$ cat src/rtl/cr_kme_mc_fifo_pkg.sv
// ---------------------------------------------------------------------------
// cr_kme_mc_fifo_pkg
//   Shared types and helpers for the multi-channel KME staging FIFO.
//   - ch_stat_t : per-channel status {used, free, empty, full}. The count
//                 fields are ST_W wide so one type serves any FIFO_DEPTH up to
//                 2**ST_W-1. Users slice them down to their own count width.
//   - rr_next   : round-robin pick. Returns the first set bit of req at or
//                 after ptr, wrapping at n. It returns ptr when req is empty,
//                 so callers must qualify the result with |req.
// ---------------------------------------------------------------------------
package cr_kme_mc_fifo_pkg;

    localparam int ST_W = 8;

    typedef struct packed {
        logic [ST_W-1:0] used;
        logic [ST_W-1:0] free;
        logic            empty;
        logic            full;
    } ch_stat_t;

    // Supports up to 32 channels; ptr must be < n.
    function automatic int unsigned rr_next(input logic [31:0]  req,
                                            input int unsigned  ptr,
                                            input int unsigned  n);
        int unsigned idx;
        logic        found;
        found   = 1'b0;
        rr_next = ptr;
        for (int unsigned i = 0; i < 32; i++) begin
            idx = ptr + i;
            if (idx >= n) idx = idx - n;
            if (!found && (i < n) && req[idx[4:0]]) begin
                rr_next = idx;
                found   = 1'b1;
            end
        end
    endfunction

endpackage

$ cat src/rtl/cr_kme_mc_fifo_if.sv
// ---------------------------------------------------------------------------
// cr_kme_mc_fifo_if
//   Write-port and read-port handshake of the multi-channel KME FIFO.
//   master : producer/consumer side. It drives the write payload and the pop ack.
//   slave  : FIFO side. It drives the stall vector and the granted head.
//   Signals: fifo_in/fifo_in_ch/fifo_in_valid (tagged write),
//            fifo_in_stall (per-channel backpressure),
//            fifo_out/fifo_out_ch/fifo_out_valid/fifo_out_ack (arbitrated read).
// ---------------------------------------------------------------------------
interface cr_kme_mc_fifo_if #(
    parameter int DATA_SIZE = 10,
    parameter int NUM_CH    = 4
);
    localparam int CH_W = $clog2(NUM_CH);

    logic [DATA_SIZE-1:0] fifo_in;
    logic [CH_W-1:0]      fifo_in_ch;
    logic                 fifo_in_valid;
    logic [NUM_CH-1:0]    fifo_in_stall;
    logic [DATA_SIZE-1:0] fifo_out;
    logic [CH_W-1:0]      fifo_out_ch;
    logic                 fifo_out_valid;
    logic                 fifo_out_ack;

    modport master (
        output fifo_in, fifo_in_ch, fifo_in_valid, fifo_out_ack,
        input  fifo_in_stall, fifo_out, fifo_out_ch, fifo_out_valid
    );

    modport slave (
        input  fifo_in, fifo_in_ch, fifo_in_valid, fifo_out_ack,
        output fifo_in_stall, fifo_out, fifo_out_ch, fifo_out_valid
    );
endinterface

$ cat src/rtl/cr_kme_mc_fifo_ch.sv
// ---------------------------------------------------------------------------
// cr_kme_mc_fifo_ch
//   One channel of the multi-channel KME FIFO. It holds the storage, the
//   read/write pointers and the occupancy count.
//   Ports: clk, rst (async, active-high); push/din write; pop removes head;
//          head = oldest entry; st = {used, free, empty, full};
//          ne_nxt = channel non-empty after this cycle (arbiter lookahead);
//          drop = this cycle's push was discarded (full, no same-cycle pop).
// ---------------------------------------------------------------------------
module cr_kme_mc_fifo_ch
    import cr_kme_mc_fifo_pkg::*;
#(
    parameter int DATA_SIZE  = 10,
    parameter int FIFO_DEPTH = 4
) (
    input  logic                 clk,
    input  logic                 rst,
    input  logic                 push,
    input  logic                 pop,
    input  logic [DATA_SIZE-1:0] din,
    output logic [DATA_SIZE-1:0] head,
    output ch_stat_t             st,
    output logic                 ne_nxt,
    output logic                 drop
);
    localparam int PTR_W = (FIFO_DEPTH > 1) ? $clog2(FIFO_DEPTH) : 1;
    localparam int CNT_W = $clog2(FIFO_DEPTH + 1);

    logic [FIFO_DEPTH-1:0][DATA_SIZE-1:0] mem_q, mem_d;
    logic [PTR_W-1:0] wr_q, wr_d, rd_q, rd_d;
    logic [CNT_W-1:0] used_q, used_d;
    logic full, empty, do_push, do_pop;

    assign full    = (used_q == CNT_W'(FIFO_DEPTH));
    assign empty   = (used_q == '0);
    assign do_pop  = pop & ~empty;
    // A same-cycle pop frees the slot, so a write to a full channel still lands.
    assign do_push = push & (~full | do_pop);
    assign drop    = push & full & ~do_pop;

    always_comb begin
        mem_d  = mem_q;
        wr_d   = wr_q;
        rd_d   = rd_q;
        used_d = used_q;
        if (do_push) begin
            mem_d[wr_q] = din;
            wr_d = (wr_q == PTR_W'(FIFO_DEPTH - 1)) ? '0 : wr_q + 1'b1;
        end
        if (do_pop)
            rd_d = (rd_q == PTR_W'(FIFO_DEPTH - 1)) ? '0 : rd_q + 1'b1;
        case ({do_push, do_pop})
            2'b10:   used_d = used_q + 1'b1;
            2'b01:   used_d = used_q - 1'b1;
            default: used_d = used_q;
        endcase
    end

    always_ff @(posedge clk or posedge rst) begin
        if (rst) begin
            mem_q  <= '0;
            wr_q   <= '0;
            rd_q   <= '0;
            used_q <= '0;
        end else begin
            mem_q  <= mem_d;
            wr_q   <= wr_d;
            rd_q   <= rd_d;
            used_q <= used_d;
        end
    end

    assign head     = mem_q[rd_q];
    assign ne_nxt   = (used_d != '0);
    assign st.used  = ST_W'(used_q);
    assign st.free  = ST_W'(CNT_W'(FIFO_DEPTH) - used_q);
    assign st.empty = empty;
    assign st.full  = full;

endmodule

$ cat src/rtl/cr_kme_mc_fifo.sv
// ---------------------------------------------------------------------------
// cr_kme_mc_fifo
//   Multi-channel KME staging FIFO. NUM_CH independent channel FIFOs share
//   one tagged write port and one round-robin arbitrated read port.
//   Ports: clk, rst (async, active-high);
//          bus (cr_kme_mc_fifo_if.slave): write/read handshake + stall vector;
//          fifo_in_stall_ovr / stall_at : per-channel forced stall / threshold;
//          fifo_overflow / fifo_underflow : sticky error flags; clr_errs clears;
//          wmark : per-channel high-watermark (only with CR_KME_MC_FIFO_WMARK_EN).
//   Optional feature macro: CR_KME_MC_FIFO_WMARK_EN.
// ---------------------------------------------------------------------------
module cr_kme_mc_fifo
    import cr_kme_mc_fifo_pkg::*;
#(
    parameter  int DATA_SIZE  = 10,
    parameter  int FIFO_DEPTH = 4,
    parameter  int NUM_CH     = 4,
    localparam int CH_W       = $clog2(NUM_CH),
    localparam int CNT_W      = $clog2(FIFO_DEPTH + 1)
) (
    input  logic                         clk,
    input  logic                         rst,
    cr_kme_mc_fifo_if.slave              bus,
    input  logic [NUM_CH-1:0]            fifo_in_stall_ovr,
    input  logic [NUM_CH-1:0][CNT_W-1:0] stall_at,
    output logic [NUM_CH-1:0]            fifo_overflow,
    output logic                         fifo_underflow,
    input  logic                         clr_errs
`ifdef CR_KME_MC_FIFO_WMARK_EN
    ,
    output logic [NUM_CH-1:0][CNT_W-1:0] wmark
`endif
);
    logic [NUM_CH-1:0][DATA_SIZE-1:0] head;
    ch_stat_t [NUM_CH-1:0] st;
    logic [NUM_CH-1:0] push, pop, ne_nxt, drop, stall;
    logic              vld_q, vld_d, do_pop, hold;
    logic [CH_W-1:0]   gnt_q, gnt_d, rr_q, rr_d;
    logic [NUM_CH-1:0] ovf_q, ovf_d;
    logic              unf_q, unf_d;

    assign do_pop = vld_q & bus.fifo_out_ack;
    assign hold   = vld_q & ~bus.fifo_out_ack;

    for (genvar c = 0; c < NUM_CH; c++) begin : g_ch
        assign push[c]  = bus.fifo_in_valid & (bus.fifo_in_ch == CH_W'(c));
        assign pop[c]   = do_pop & (gnt_q == CH_W'(c));
        // Comparing free slots against the threshold, so stall rises before full.
        assign stall[c] = (st[c].free[CNT_W-1:0] <= stall_at[c]) | fifo_in_stall_ovr[c];

        cr_kme_mc_fifo_ch #(
            .DATA_SIZE  (DATA_SIZE),
            .FIFO_DEPTH (FIFO_DEPTH)
        ) u_ch (
            .clk    (clk),
            .rst    (rst),
            .push   (push[c]),
            .pop    (pop[c]),
            .din    (bus.fifo_in),
            .head   (head[c]),
            .st     (st[c]),
            .ne_nxt (ne_nxt[c]),
            .drop   (drop[c])
        );
    end

    always_comb begin
        vld_d = vld_q;
        gnt_d = gnt_q;
        rr_d  = rr_q;
        if (do_pop)
            rr_d = (gnt_q == CH_W'(NUM_CH - 1)) ? '0 : gnt_q + 1'b1;
        // Arbitrate on next-cycle occupancy: a fresh write is grantable one
        // cycle later, and a popped channel loses priority to the others.
        if (!hold) begin
            vld_d = |ne_nxt;
            gnt_d = CH_W'(rr_next(32'(ne_nxt), 32'(rr_d), NUM_CH));
        end
        // A set event in the clear cycle takes priority.
        ovf_d = (ovf_q & ~{NUM_CH{clr_errs}}) | drop;
        unf_d = (unf_q & ~clr_errs) | (bus.fifo_out_ack & ~vld_q);
    end

    always_ff @(posedge clk or posedge rst) begin
        if (rst) begin
            vld_q <= 1'b0;
            gnt_q <= '0;
            rr_q  <= '0;
            ovf_q <= '0;
            unf_q <= 1'b0;
        end else begin
            vld_q <= vld_d;
            gnt_q <= gnt_d;
            rr_q  <= rr_d;
            ovf_q <= ovf_d;
            unf_q <= unf_d;
        end
    end

    assign bus.fifo_in_stall  = stall;
    assign bus.fifo_out_valid = vld_q;
    assign bus.fifo_out_ch    = vld_q ? gnt_q : '0;
    assign bus.fifo_out       = vld_q ? head[gnt_q] : '0;
    assign fifo_overflow      = ovf_q;
    assign fifo_underflow     = unf_q;

`ifdef CR_KME_MC_FIFO_WMARK_EN
    logic [NUM_CH-1:0][CNT_W-1:0] wm_q, wm_d;

    always_comb begin
        wm_d = wm_q;
        for (int c = 0; c < NUM_CH; c++) begin
            if (clr_errs)
                wm_d[c] = '0;
            else if (st[c].used[CNT_W-1:0] > wm_q[c])
                wm_d[c] = st[c].used[CNT_W-1:0];
        end
    end

    always_ff @(posedge clk or posedge rst) begin
        if (rst) wm_q <= '0;
        else     wm_q <= wm_d;
    end

    assign wmark = wm_q;
`endif

endmodule

$ cat src/flat_wrapper.sv
// flat-port wrapper written by rule: the top's interface ports become plain ports
module cr_kme_mc_fifo_flat import cr_kme_mc_fifo_pkg::*;
#(
    parameter  int DATA_SIZE  = 10,
    parameter  int FIFO_DEPTH = 4,
    parameter  int NUM_CH     = 4,
    localparam int CH_W       = $clog2(NUM_CH),
    localparam int CNT_W      = $clog2(FIFO_DEPTH + 1)
)
  (clk, rst, fifo_in_stall_ovr, stall_at, fifo_overflow, fifo_underflow, clr_errs, bus_fifo_in, bus_fifo_in_ch, bus_fifo_in_valid, bus_fifo_out_ack, bus_fifo_in_stall, bus_fifo_out, bus_fifo_out_ch, bus_fifo_out_valid);
  cr_kme_mc_fifo_if #(.DATA_SIZE(DATA_SIZE), .NUM_CH(NUM_CH)) bus_i ();
  input  logic clk;
  input  logic rst;
  input  logic [NUM_CH-1:0] fifo_in_stall_ovr;
  input  logic [NUM_CH-1:0][CNT_W-1:0] stall_at;
  output logic [NUM_CH-1:0] fifo_overflow;
  output logic fifo_underflow;
  input  logic clr_errs;
  input wire logic [$bits(bus_i.fifo_in)-1:0] bus_fifo_in;
  input wire logic [$bits(bus_i.fifo_in_ch)-1:0] bus_fifo_in_ch;
  input wire logic [$bits(bus_i.fifo_in_valid)-1:0] bus_fifo_in_valid;
  input wire logic [$bits(bus_i.fifo_out_ack)-1:0] bus_fifo_out_ack;
  output wire logic [$bits(bus_i.fifo_in_stall)-1:0] bus_fifo_in_stall;
  output wire logic [$bits(bus_i.fifo_out)-1:0] bus_fifo_out;
  output wire logic [$bits(bus_i.fifo_out_ch)-1:0] bus_fifo_out_ch;
  output wire logic [$bits(bus_i.fifo_out_valid)-1:0] bus_fifo_out_valid;
  assign bus_i.fifo_in = bus_fifo_in;
  assign bus_i.fifo_in_ch = bus_fifo_in_ch;
  assign bus_i.fifo_in_valid = bus_fifo_in_valid;
  assign bus_i.fifo_out_ack = bus_fifo_out_ack;
  assign bus_fifo_in_stall = bus_i.fifo_in_stall;
  assign bus_fifo_out = bus_i.fifo_out;
  assign bus_fifo_out_ch = bus_i.fifo_out_ch;
  assign bus_fifo_out_valid = bus_i.fifo_out_valid;
  cr_kme_mc_fifo #(.DATA_SIZE(DATA_SIZE), .FIFO_DEPTH(FIFO_DEPTH), .NUM_CH(NUM_CH)) u_core (.clk(clk), .rst(rst), .bus(bus_i), .fifo_in_stall_ovr(fifo_in_stall_ovr), .stall_at(stall_at), .fifo_overflow(fifo_overflow), .fifo_underflow(fifo_underflow), .clr_errs(clr_errs));
endmodule
$ cat config.mk
export PLATFORM = sky130hd
export DESIGN_NAME = cr_kme_mc_fifo_flat
export DESIGN_NICKNAME = d
export VERILOG_FILES = /design/src/rtl/cr_kme_mc_fifo_pkg.sv /design/src/rtl/cr_kme_mc_fifo_if.sv /design/src/rtl/cr_kme_mc_fifo_ch.sv /design/src/rtl/cr_kme_mc_fifo.sv /design/src/flat_wrapper.sv
export SDC_FILE = /design/constraint.sdc
export NUM_CORES = 1
export LEC_CHECK = 0
export ABC_AREA = 1
export ABC_CLOCK_PERIOD_IN_PS = 10600
export CAP_MARGIN = 20
export CORE_ASPECT_RATIO = 0.5
export CORE_MARGIN = 2
export CORE_UTILIZATION = 50
export DETAILED_ROUTE_END_ITERATION = 10
export PLACE_DENSITY = 0.79
export SETUP_SLACK_MARGIN = 0.1
export SYNTH_ARGS = -nofsm -noshare
export SYNTH_HDL_FRONTEND = slang
export SYNTH_SLANG_ARGS = --single-unit
$ cat constraint.sdc
create_clock -name clk -period 10.6 [get_ports clk]
set_clock_uncertainty 0.1 [all_clocks]
set_input_delay 2.12 -clock clk [delete_from_list [all_inputs] [get_ports clk]]
set_output_delay 2.12 -clock clk [all_outputs]
set_load 0.1 [all_outputs]
==> results of run 1 <==
[synthesized netlist by cell type (6+ instances only)]
| master | number | share of area (%) |
|---|---|---|
| nand2_4 | 6 | 0.63 |
| clkbuf_1 | 34 | 1.2 |
| nand4_1 | 7 | 0.41 |
| mux2_4 | 6 | 0.84 |
| inv_1 | 132 | 4.6 |
| a21oi_1 | 62 | 2.9 |
| o221ai_1 | 6 | 0.49 |
| nand3_1 | 33 | 1.5 |
| ha_1 | 55 | 6.4 |
| nor2_1 | 50 | 1.7 |
| a32o_1 | 9 | 0.84 |
| o22ai_1 | 11 | 0.64 |
| nand2_1 | 153 | 5.3 |
| o21ai_0 | 138 | 6.4 |
| mux2_1 | 7 | 0.73 |
| dfrtp_1 | 198 | 46 |
| nor2_8 | 13 | 2.4 |
| mux2_2 | 108 | 11 |
[stage by stage]
stage	power, mW	area (µm²)
after global placement	3.43	11400
after CTS	4.22	12000
after detailed placement	3.54	11400
final	4.23	12100
after global routing	4.50	12100
after floorplan	3.02	10800
[cell type report]
class                   count  area, µm²
fillers                  1695       8770
clock buffers              17        425
multi-input cells         711       5060
clock inverters            15        158
well taps                 273        342
repair buffers             57        583
flip-flops and latches    198       4950
inverters                 139        534
[metal layers]
metal | share of wire (%) | wire [µm] | global-route usage (%) | up-vias
met3 | 5.9 | 1490 | 4.29 | 58
met2 | 50 | 12600 | 39.4 | 300
met1 | 42 | 10700 | 29.6 | 4072
met4 | 2.5 | 647 | 9.76 | 0
li1 | - | - | - | 3719
met5 | 0 | 0 | 0 | -
[power by group through the flow]
stage	logic (mW)	clock network (mW)	registers [mW]
6_report	2.19	0.652	1.39
4_1_cts	2.18	0.657	1.38
3_5_place_dp	2.16	0	1.38
5_1_grt	2.39	0.685	1.43
3_3_place_gp	2.08	0	1.36
2_1_floorplan	1.75	0	1.27
[state kept, by name, summed over array words and instances, names as in the netlist]
register and count:
u_core.g_ch.u_ch.used_q 12, u_core.fifo_overflow 4, u_core.rr_q 2, u_core.gnt_q 2
u_core.g_ch.u_ch.mem_q 160, u_core.g_ch.u_ch.rd_q 8, u_core.fifo_underflow 1, u_core.bus.fifo_out_valid 1
u_core.g_ch.u_ch.wr_q 8
[final timing paths]
| kind | end | slack, ns | cells past startpoint |
|---|---|---|---|
| worst max-delay path | bus_fifo_in_stall[0] | 3.96 | 7 |
| worst max register to register | u_core.gnt_q[1] | 6.64 | 22 |
| worst min-delay path | u_core.g_ch[2].u_ch.mem_q[11] | 0.39 | 1 |
| min in group asynchronous | u_core.g_ch[1].u_ch.wr_q[1] | 2.13 | 2 |
| max in group asynchronous | u_core.g_ch[3].u_ch.mem_q[29] | 7.05 | 4 |
| worst min register to register | u_core.g_ch[2].u_ch.mem_q[11] | 0.39 | 1 |
[critical path, stage by stage]
cell and delay, ns:
clkdlybuf4s50_1 0.46, inv_1 0.04, ha_1 0.31, a21oi_1 0.13, o21ai_0 0.10, nand3b_1 0.10, clkdlybuf4s50_1 1.15
[cells by family after synthesis]
kind of cell / share of synthesized area (%)
compound gates: 12.3
xor+xnor: 0.0814
fa+ha+maj: 7.14
buf+inv: 6.91
flops: 46.0
mux: 12.9
simple gates: 14.6
==> results.md, run 1 <==
- Fin crit share: 62.7%
- Commonest cells after routing, fill and taps aside: dfrtp_1 (198), nand2_1 (153), o21ai_0 (138), inv_1 (131), mux2_2 (108)
- Setup violators final: 0
- Overflow left after global routing: 0
- Pwr dens: 350 nW/µm²
- Sw Pwr: 2.02 mW
- Arr. time, crit path: 4.42 ns
- Vias: 8149
- Seq cells post-synth: 198
- Critical Path Sink Type: output port
- Post-route DRC: 0
- Post-cts gate resize count: 0
- Number of synthesized flops with an enable pin: 0
- Final std cells w/o fill: roughly 1400
- Final ANT Viol Nets: 0
- Via-to-Cell Ratio: 5.78
- Initial antenna violation count: 0
- Rows: 37
- Switching share of power: between 40 and 50%
- Die W: between 200 and 250 µm
- Largest net degree at the start of global routing: 119
- CORE AREA: roughly 21000 µm²
- Post-Synthesis Cells: 1091
- Post-synthesis instance area: 10800 µm²
- Internal power: between 2 and 2.5 mW
- Clk pwr share: around 15%
- Vias in the first global route: 8141
- Initial DRT Pass Iterations: 5
- Reg-to-Reg Start: u_core.gnt_q[0]
- Minimum clock period: 6.64 ns
- Nets: 1216
- Dpl cells: 1377
- Worst hold slack: 0.386 ns
- Rel. slew slack: 25.6%
- Fmax: between 150 and 200 MHz
- Status: finished, final reports clean
- H-tree levels: 4
- Worst EP required: 8.38 ns
- Hold Path Class: flop to flop
- P&R area growth vs syn: 12.1%
- Combinational share of power: just over 50%
- Tightest Pin Transition: 1.12 ns
- CP startpoint: stall_at[2]
- Mapped Nets: between 1000 and 1500
- Initial Util: 51.7%
- Routability cong.: 0.837
- Syn Area/Cell: roughly 9.9 µm²
- Io pins: 55
- Hold-fix buffer count after cts: 0
- Max-cap viol count: 0
- GRT Util Overall: 23.2%
- Final Hold Violating Endpoints: 0
- Flop pwr share: between 30% and 40%
- Sequential fraction of the synthesis area: approximately 46%
- Worst-path clk slew: 0.08 ns
- Routed WL: 25400 µm
- WS Path Type: input pin to output port
- Die area: 22800 µm²
- CTS tree: built
- Crit-path max FO: 3
- Main synth FF type: dfrtp_1
- Diodes inserted: 0
- Most common cell after layout, fill and taps aside: dfrtp_1
- Maximum root-to-sink buffer count: 2
- Setup total negative slack: 0 ns
- Setup Buffers After CTS: 0
- Post-place setup slack: between 3 and 4 ns
- Initial DRC Count: 815
- Synth cell types: 41
- Fin. max-slew vios: 0
- CP startpoint kind: input pin
- TritonCTS Buffers: 17
- RSZ-0062 raised after global routing: false
- First-pass GRT wire length: a little over 40000 µm
- Hpwl dp: 16900 µm
- Util after Layout: 57.9%
- Yosys Warn Count: 0
- Die Y: 108 µm
- Routed length per instance: 18.0 µm
- Min-delay src: u_core.g_ch[2].u_ch.mem_q[11]
- Clock Sinks: approximately 200
- Port Buffers: 54
- P_leak: 5.72 nW
- Ys async rst share: 100%
- Worst-skew pair later-pin latency: 0.44 ns
- Share of layout cells above drive strength 1: 17.7%
- Clock Tree Root: clkbuf_16
- Maximum VDD drop: roughly 0.26 mV
- Final worst slack: 3.96 ns
(Power assumes the default switching activity.)
==> run 2, diff against run 1 <==
- ABC_CLOCK_PERIOD_IN_PS: 10600 -> 6000
- PLACE_DENSITY: 0.79 -> 0.82
- clock period: 10.6 -> 6 ns (I/O delays scaled with it)
==> run 2 against run 1 <==
  * Sequential cell count did not move
  * Utilization shrank 0.16 points
  * Setup slack worse by 3.0 ns
  * Non-clock buffer count unchanged
  * Count of clock-buffer cells in the layout is 2 higher
  * Worst hold slack better by 0.0058 ns
  * Combinational power rose by 77%
  * Critical path depth unchanged
  * Die area is the same
  * Critical endpoint is now bus_fifo_out[9]
  * Largest power group unchanged
  * Highest routed layer unchanged
==> results.md, run 2 (synthesized netlist as in run 1, its figures left out) <==
- Status: finished, final reports clean
- Pwr dens: 616 nW/µm²
- Met1 Wirelength: 10500 µm
- Hpwl dp: approximately 17000 µm
- Worst-skew pair later-pin latency: 0.44 ns
- Die W: between 200 and 250 µm
- Nets: 1216
- Met3 routed WL: around 1500 µm
- Overflow left after global routing: 0
- Tightest Pin Transition: about 1.1 ns
- Min-delay src: u_core.g_ch[0].u_ch.mem_q[29]
- Share of layout cells above drive strength 1: between 10% and 20%
- Minimum clock period: a little over 5 ns
- Dpl cells: 1378
- Worst hold slack: between 0.3 and 0.4 ns
- Via-to-Cell Ratio: 5.75
- Die Y: 108 µm
- TritonCTS Buffers: 17
- GRT Util Overall: 22.6%
- Fin crit share: 84.1%
- RSZ-0062 raised after global routing: false
- Largest Register: u_core.g_ch.u_ch.mem_q
- Maximum root-to-sink buffer count: 2
- Routed WL: around 25000 µm
- Routability cong.: 0.870
- Rows: 37
- R2R cell count: 22
- Io pins: 55
- Fmax: 198 MHz
- Post-place setup slack: 1.19 ns
- Final ANT Viol Nets: 0
- Worst-path clk slew: about 0.070 ns
- Fin. max-slew vios: 0
- CP startpoint: u_core.g_ch[3].u_ch.rd_q[0]
- Setup total negative slack: 0 ns
- CP startpoint kind: flop
- Arr. time, crit path: 3.75 ns
- Vias in the first global route: 8081
- Die area: 22800 µm²
- P_leak: around 5.7 nW
- Area taken by multi-input logic gates: 5060 µm²
- First-pass GRT wire length: 40300 µm
- Met2 Routed Length: 11900 µm
- Max-cap viol count: 0
- Initial DRT Pass Iterations: 8
- Reg-to-Reg Start: u_core.gnt_q[0]
- Routed length per instance: 17.4 µm
- Initial Util: between 50% and 60%
- Post-cts gate resize count: 0
- Final std cells w/o fill: 1410
- Area of all sequential standard cells: a little under 5000 µm²
- Top Layer Used: met4
- Critical Path Sink Type: output port
- H-tree levels: 4
- Clock Sinks: 198
- Hold Path Class: flop to flop
- Crit-path max FO: 30
- Critical Path End: bus_fifo_out[9]
- Post-route DRC: 0
- Vias: 8102
- Final worst slack: around 0.95 ns
- P&R area growth vs syn: 11.8%
- Worst EP required: 4.70 ns
- Commonest cells after routing, fill and taps aside: dfrtp_1 (198), nand2_1 (153), o21ai_0 (138), inv_1 (131), mux2_2 (108)
- Largest register FFs: 160
- Port Buffers: 54
- Final Hold Violating Endpoints: 0
- RR Endpoint: u_core.gnt_q[0]
- Fillers: about 1700
- Top flop regs: u_core.g_ch.u_ch.mem_q x160, u_core.g_ch.u_ch.used_q x12
- Maximum VDD drop: 0.605 mV
- CORE AREA: 20800 µm²
- Diodes inserted: 0
- Setup Buffers After CTS: 0
- Rel. slew slack: 24.6%
- Hold-fix buffer count after cts: 0
- Setup violators final: 0
- R2R Setup Slk: ~2.0 ns
- Most common cell after layout, fill and taps aside: dfrtp_1
- Initial DRC Count: 854
- CTS tree: built
- Clock Tree Root: clkbuf_16
- WS Path Type: flop to output port
- Initial antenna violation count: 0
- Largest net degree at the start of global routing: 199
run 2: cell types whose count changed in the layout (fill, tap and decap cells not counted):
| cell | before | now |
|---|---|---|
| clkinv_2 | 0 | 2 |
| buf_12 | 0 | 1 |
| buf_4 | 2 | 5 |
| clkbuf_1 | 0 | 2 |
| clkinv_4 | 3 | 2 |
| clkdlybuf4s50_1 | 54 | 51 |
| inv_8 | 4 | 3 |
| buf_16 | 1 | 0 |
| clkinvlp_4 | 2 | 1 |
| inv_6 | 7 | 6 |
run 2: layout make-up:
class,instances,area share [%]
clock buffer,19,3.60
clock inverter,13,1.12
inverter,139,4.41
multi-input combinational,711,42.1
sequential,198,41.2
tap,273,2.84
timing repair buffer,57,4.72
run 2: worst max-delay path, stage by stage, from the launching register on:
cell             delay (ns)
dfrtp_1                0.72
inv_1                  0.53
o21ai_0                0.15
o22ai_1                0.28
nand2_1                0.11
a21oi_1                0.20
a31o_2                 0.16
clkdlybuf4s50_1        1.13
run 2: worst min-delay path by stage:
stage | to | slack, ns | depth (start not counted)
4_1_cts | u_core.g_ch[0].u_ch.mem_q[29] | 0.39 | 1
3_3_place_gp | u_core.g_ch[2].u_ch.mem_q[12] | 0.36 | 1
3_5_place_dp | u_core.g_ch[0].u_ch.mem_q[29] | 0.37 | 1
5_1_grt | u_core.g_ch[0].u_ch.mem_q[29] | 0.40 | 1
2_1_floorplan | u_core.g_ch[2].u_ch.mem_q[11] | 0.35 | 1
6_report | u_core.g_ch[0].u_ch.mem_q[29] | 0.39 | 1
run 2: per-stage QoR:
step / power (mW) / utilization, % / cell area (µm²)
after floorplan: 5.34 / - / 10800
after global placement: 6.04 / 55.0 / 11500
after detailed placement: 6.25 / 55.0 / 11500
after CTS: 7.39 / 57.7 / 12000
after global routing: 7.89 / 57.7 / 12000
final: 7.41 / 57.7 / 12000
run 2: routing by layer:
metal / vias up / track usage [%]
li1: 3728 / -
met5: - / 0
met3: 49 / 3.24
met4: 0 / 9.81
met2: 327 / 38.0
met1: 3998 / 29.5
run 2: power breakdown:
group	internal, mW	leakage [nW]	switching, mW
combinational	1.34	3.01	2.54
clock	0.588	0.283	0.539
sequential	1.96	2.42	0.447
==> run 3, diff against run 2 <==
- ABC_CLOCK_PERIOD_IN_PS: 6000 -> 4000
- clock period: 6 -> 4 ns (I/O delays scaled with it)
==> run 3 against run 2 <==
  * Setup slack worse by 0.52 ns
  * Sequential share of layout area shrank 0.68 points
  * Sequential cell count unchanged
  * Critical path depth up 14
  * Register-to-register slack worse by 1.5 ns
  * Non-clock buffer count is 21 higher
  * Global-route usage up 0.87 points
  * Routed wire length rose by 2.6%
  * Die area stayed put
  * Count of clock-buffer cells in the layout fell by 1
  * Power grew 52%
  * Largest cell class unchanged
==> results.md, run 3 (synthesized netlist as in run 1, its figures left out) <==
- Hold-fix buffer count after cts: 0
- Placed Area: 11600 µm²
- Internal power: around 5.9 mW
- Routed WL: 25200 µm
- CP max stage delay: roughly 0.55 ns
- Clock Tree Root: clkbuf_16
- GRT Util Overall: 23.5%
- Pwr dens: 919 nW/µm²
- Minimum clock period: 3.57 ns
- Final worst slack: 0.430 ns
- Nets: ~1200
- Delay-heaviest family, CP: simple AND/OR/NAND/NOR gates
- Rows: 37
- Setup Buffers After CTS: 0
- Combinational share of power: 53.8%
- Die W: 211 µm
- Top flop regs: u_core.g_ch.u_ch.mem_q x160, u_core.g_ch.u_ch.used_q x12
- Vias: 8169
- Initial DRT Pass Iterations: 5
- Port Buffers: 54
- Worst hold slack: 0.392 ns
- Clock Sinks: 198
- Crit path depth: 21
- Initial Util: 51.7%
- Rel. slew slack: 33.5%
- Worst EP required: approximately 4.2 ns
- Worst-skew pair later-pin latency: between 0.4 and 0.5 ns
- Crit-path max FO: 5
- Post-place setup slack: -0.0251 ns
- Routed length per instance: 17.6 µm
- Fmax: 280 MHz
- Arr. time, crit path: 3.81 ns
- P&R area growth vs syn: 13.6%
- Post-cts gate resize count: 0
- Post-route DRC: 0
- TritonCTS Buffers: 17
- Vias in the first global route: approximately 8400
- P_leak: 5.87 nW
- Dpl cells: 1398
- Hold Path Class: flop to flop
- Crit-path cells: clkdlybuf4s50_1 -> nand2_4 -> nor3_4 -> inv_2 -> nand2_2 -> nand2_4 -> ha_1 -> inv_1 -> fa_1 -> o21ai_0 -> nor2_1 -> nand3_1 -> nand2_1 -> nand2_1 -> nand2_1 -> nand2_1 -> nand2_1 -> nand2_1 -> nand3_1 -> nand2_1 -> nand2_1
- First-pass GRT wire length: 41800 µm
- Setup violators final: 0
- Flop pwr share: 31.3%
- Critical Path Sink Type: flop
- Fin. max-slew vios: 0
- Io pins: 55
- Sw Pwr: 5.39 mW
- Final instance area: 12200 µm²
- WS Path Type: input pin to flop
- Via-to-Cell Ratio: 5.71
- Max-cap viol count: 0
- Share of layout cells above drive strength 1: 20.6%
- Status: finished, final reports clean
- Slowest cell on crit path: clkdlybuf4s50_1
- Diodes inserted: 0
- Final std cells w/o fill: roughly 1400
- Initial DRC Count: 858
- Switching share of power: 47.9%
- Die Y: ~110 µm
- Final ANT Viol Nets: 0
- Final Hold Violating Endpoints: 0
- Routability cong.: 0.889
- Die area: 22800 µm²
- CTS tree: built
- Hpwl dp: 17500 µm
- Overflow left after global routing: 0
- H-tree levels: 4
- CP startpoint kind: input pin
- Largest register FFs: 160
- Initial antenna violation count: 0
- Worst-path clk slew: approximately 0.080 ns
- Crit path buf inv count: 3
- CORE AREA: 20800 µm²
- CP most frequent cell: nand2_1
- Clk pwr share: 14.9%
- Maximum VDD drop: 0.759 mV
- Fin crit share: 89.2%
- R2R cell count: 22
- Area taken by multi-input logic gates: just over 5000 µm²
- Largest net degree at the start of global routing: 63
- Hold Path Depth: 1
- Maximum root-to-sink buffer count: 2
- Most common cell after layout, fill and taps aside: dfrtp_1
- Commonest cells after routing, fill and taps aside: dfrtp_1 (198), nand2_1 (153), o21ai_0 (138), inv_1 (131), mux2_2 (108)
- Area of all sequential standard cells: 4950 µm²
- RSZ-0062 raised after global routing: false
- Fillers: 1627
- Largest Register: u_core.g_ch.u_ch.mem_q
- Tightest Pin Transition: 0.994 ns
## run 3: layer usage
layer / GRT usage [%] / wire, µm / up-vias
met3: 4.11 / 1570 / 56
met2: 39.5 / 12100 / 318
met1: 30.3 / 10700 / 4030
met5: 0 / 0 / -
li1: - / - / 3765
met4: 9.76 / 794 / 0
## run 3: worst register-to-register path: stages, from the launching register on
cell     delay, ns
dfrtp_1       0.51
inv_6         0.21
ha_1          0.19
inv_1         0.07
nor3_4        0.21
inv_2         0.07
nand2_2       0.08
nand2_4       0.05
ha_1          0.22
inv_1         0.10
fa_1          0.42
o21ai_0       0.27
nor2_1        0.11
nand3_1       0.12
nand2_1       0.08
nand2_1       0.09
nand2_1       0.07
nand2_1       0.11
nand2_1       0.07
nand2_1       0.07
nand3_1       0.07
nand2_1       0.07
nand2_1       0.05
## run 3: per-stage QoR
step / utilization (%) / power [mW] / setup TNS, ns
after floorplan: - / 8.00 / 0
after global placement: 55.9 / 9.17 / 0
after detailed placement: 55.9 / 9.49 / -0.0397
after CTS: 58.6 / 11.2 / 0
after global routing: 58.7 / 12.0 / 0
final: 58.7 / 11.2 / 0
## run 3: cell type report
class	count	share of cell area (%)
Clock buffer	18	3.59
Clock inverter	14	1.06
Inverter	139	4.34
Multi-Input combinational cell	711	41.4
Sequential cell	198	40.5
Tap cell	273	2.79
Timing Repair Buffer	78	6.28
## run 3: path summary, 6_finish.rpt
kind / from / end / slack, ns
min in group asynchronous: rst / u_core.g_ch[0].u_ch.mem_q[13] / 0.62
max in group asynchronous: rst / u_core.g_ch[0].u_ch.mem_q[2] / 2.51
max reg2reg: u_core.gnt_q[0] / u_core.gnt_q[1] / 0.49
min reg2reg: u_core.g_ch[2].u_ch.mem_q[11] / u_core.g_ch[2].u_ch.mem_q[11] / 0.39
max: bus_fifo_out_ack / u_core.gnt_q[1] / 0.43
min: u_core.g_ch[2].u_ch.mem_q[11] / u_core.g_ch[2].u_ch.mem_q[11] / 0.39
## run 3: power by group through the flow
stage / clock [mW] / sequential, mW / combinational, mW
floorplan: 0 / 3.36 / 4.65
global placement: 0 / 3.45 / 5.71
detailed placement: 0 / 3.52 / 5.96
CTS: 1.68 / 3.50 / 6.02
global route: 1.76 / 3.61 / 6.58
finish: 1.68 / 3.52 / 6.05
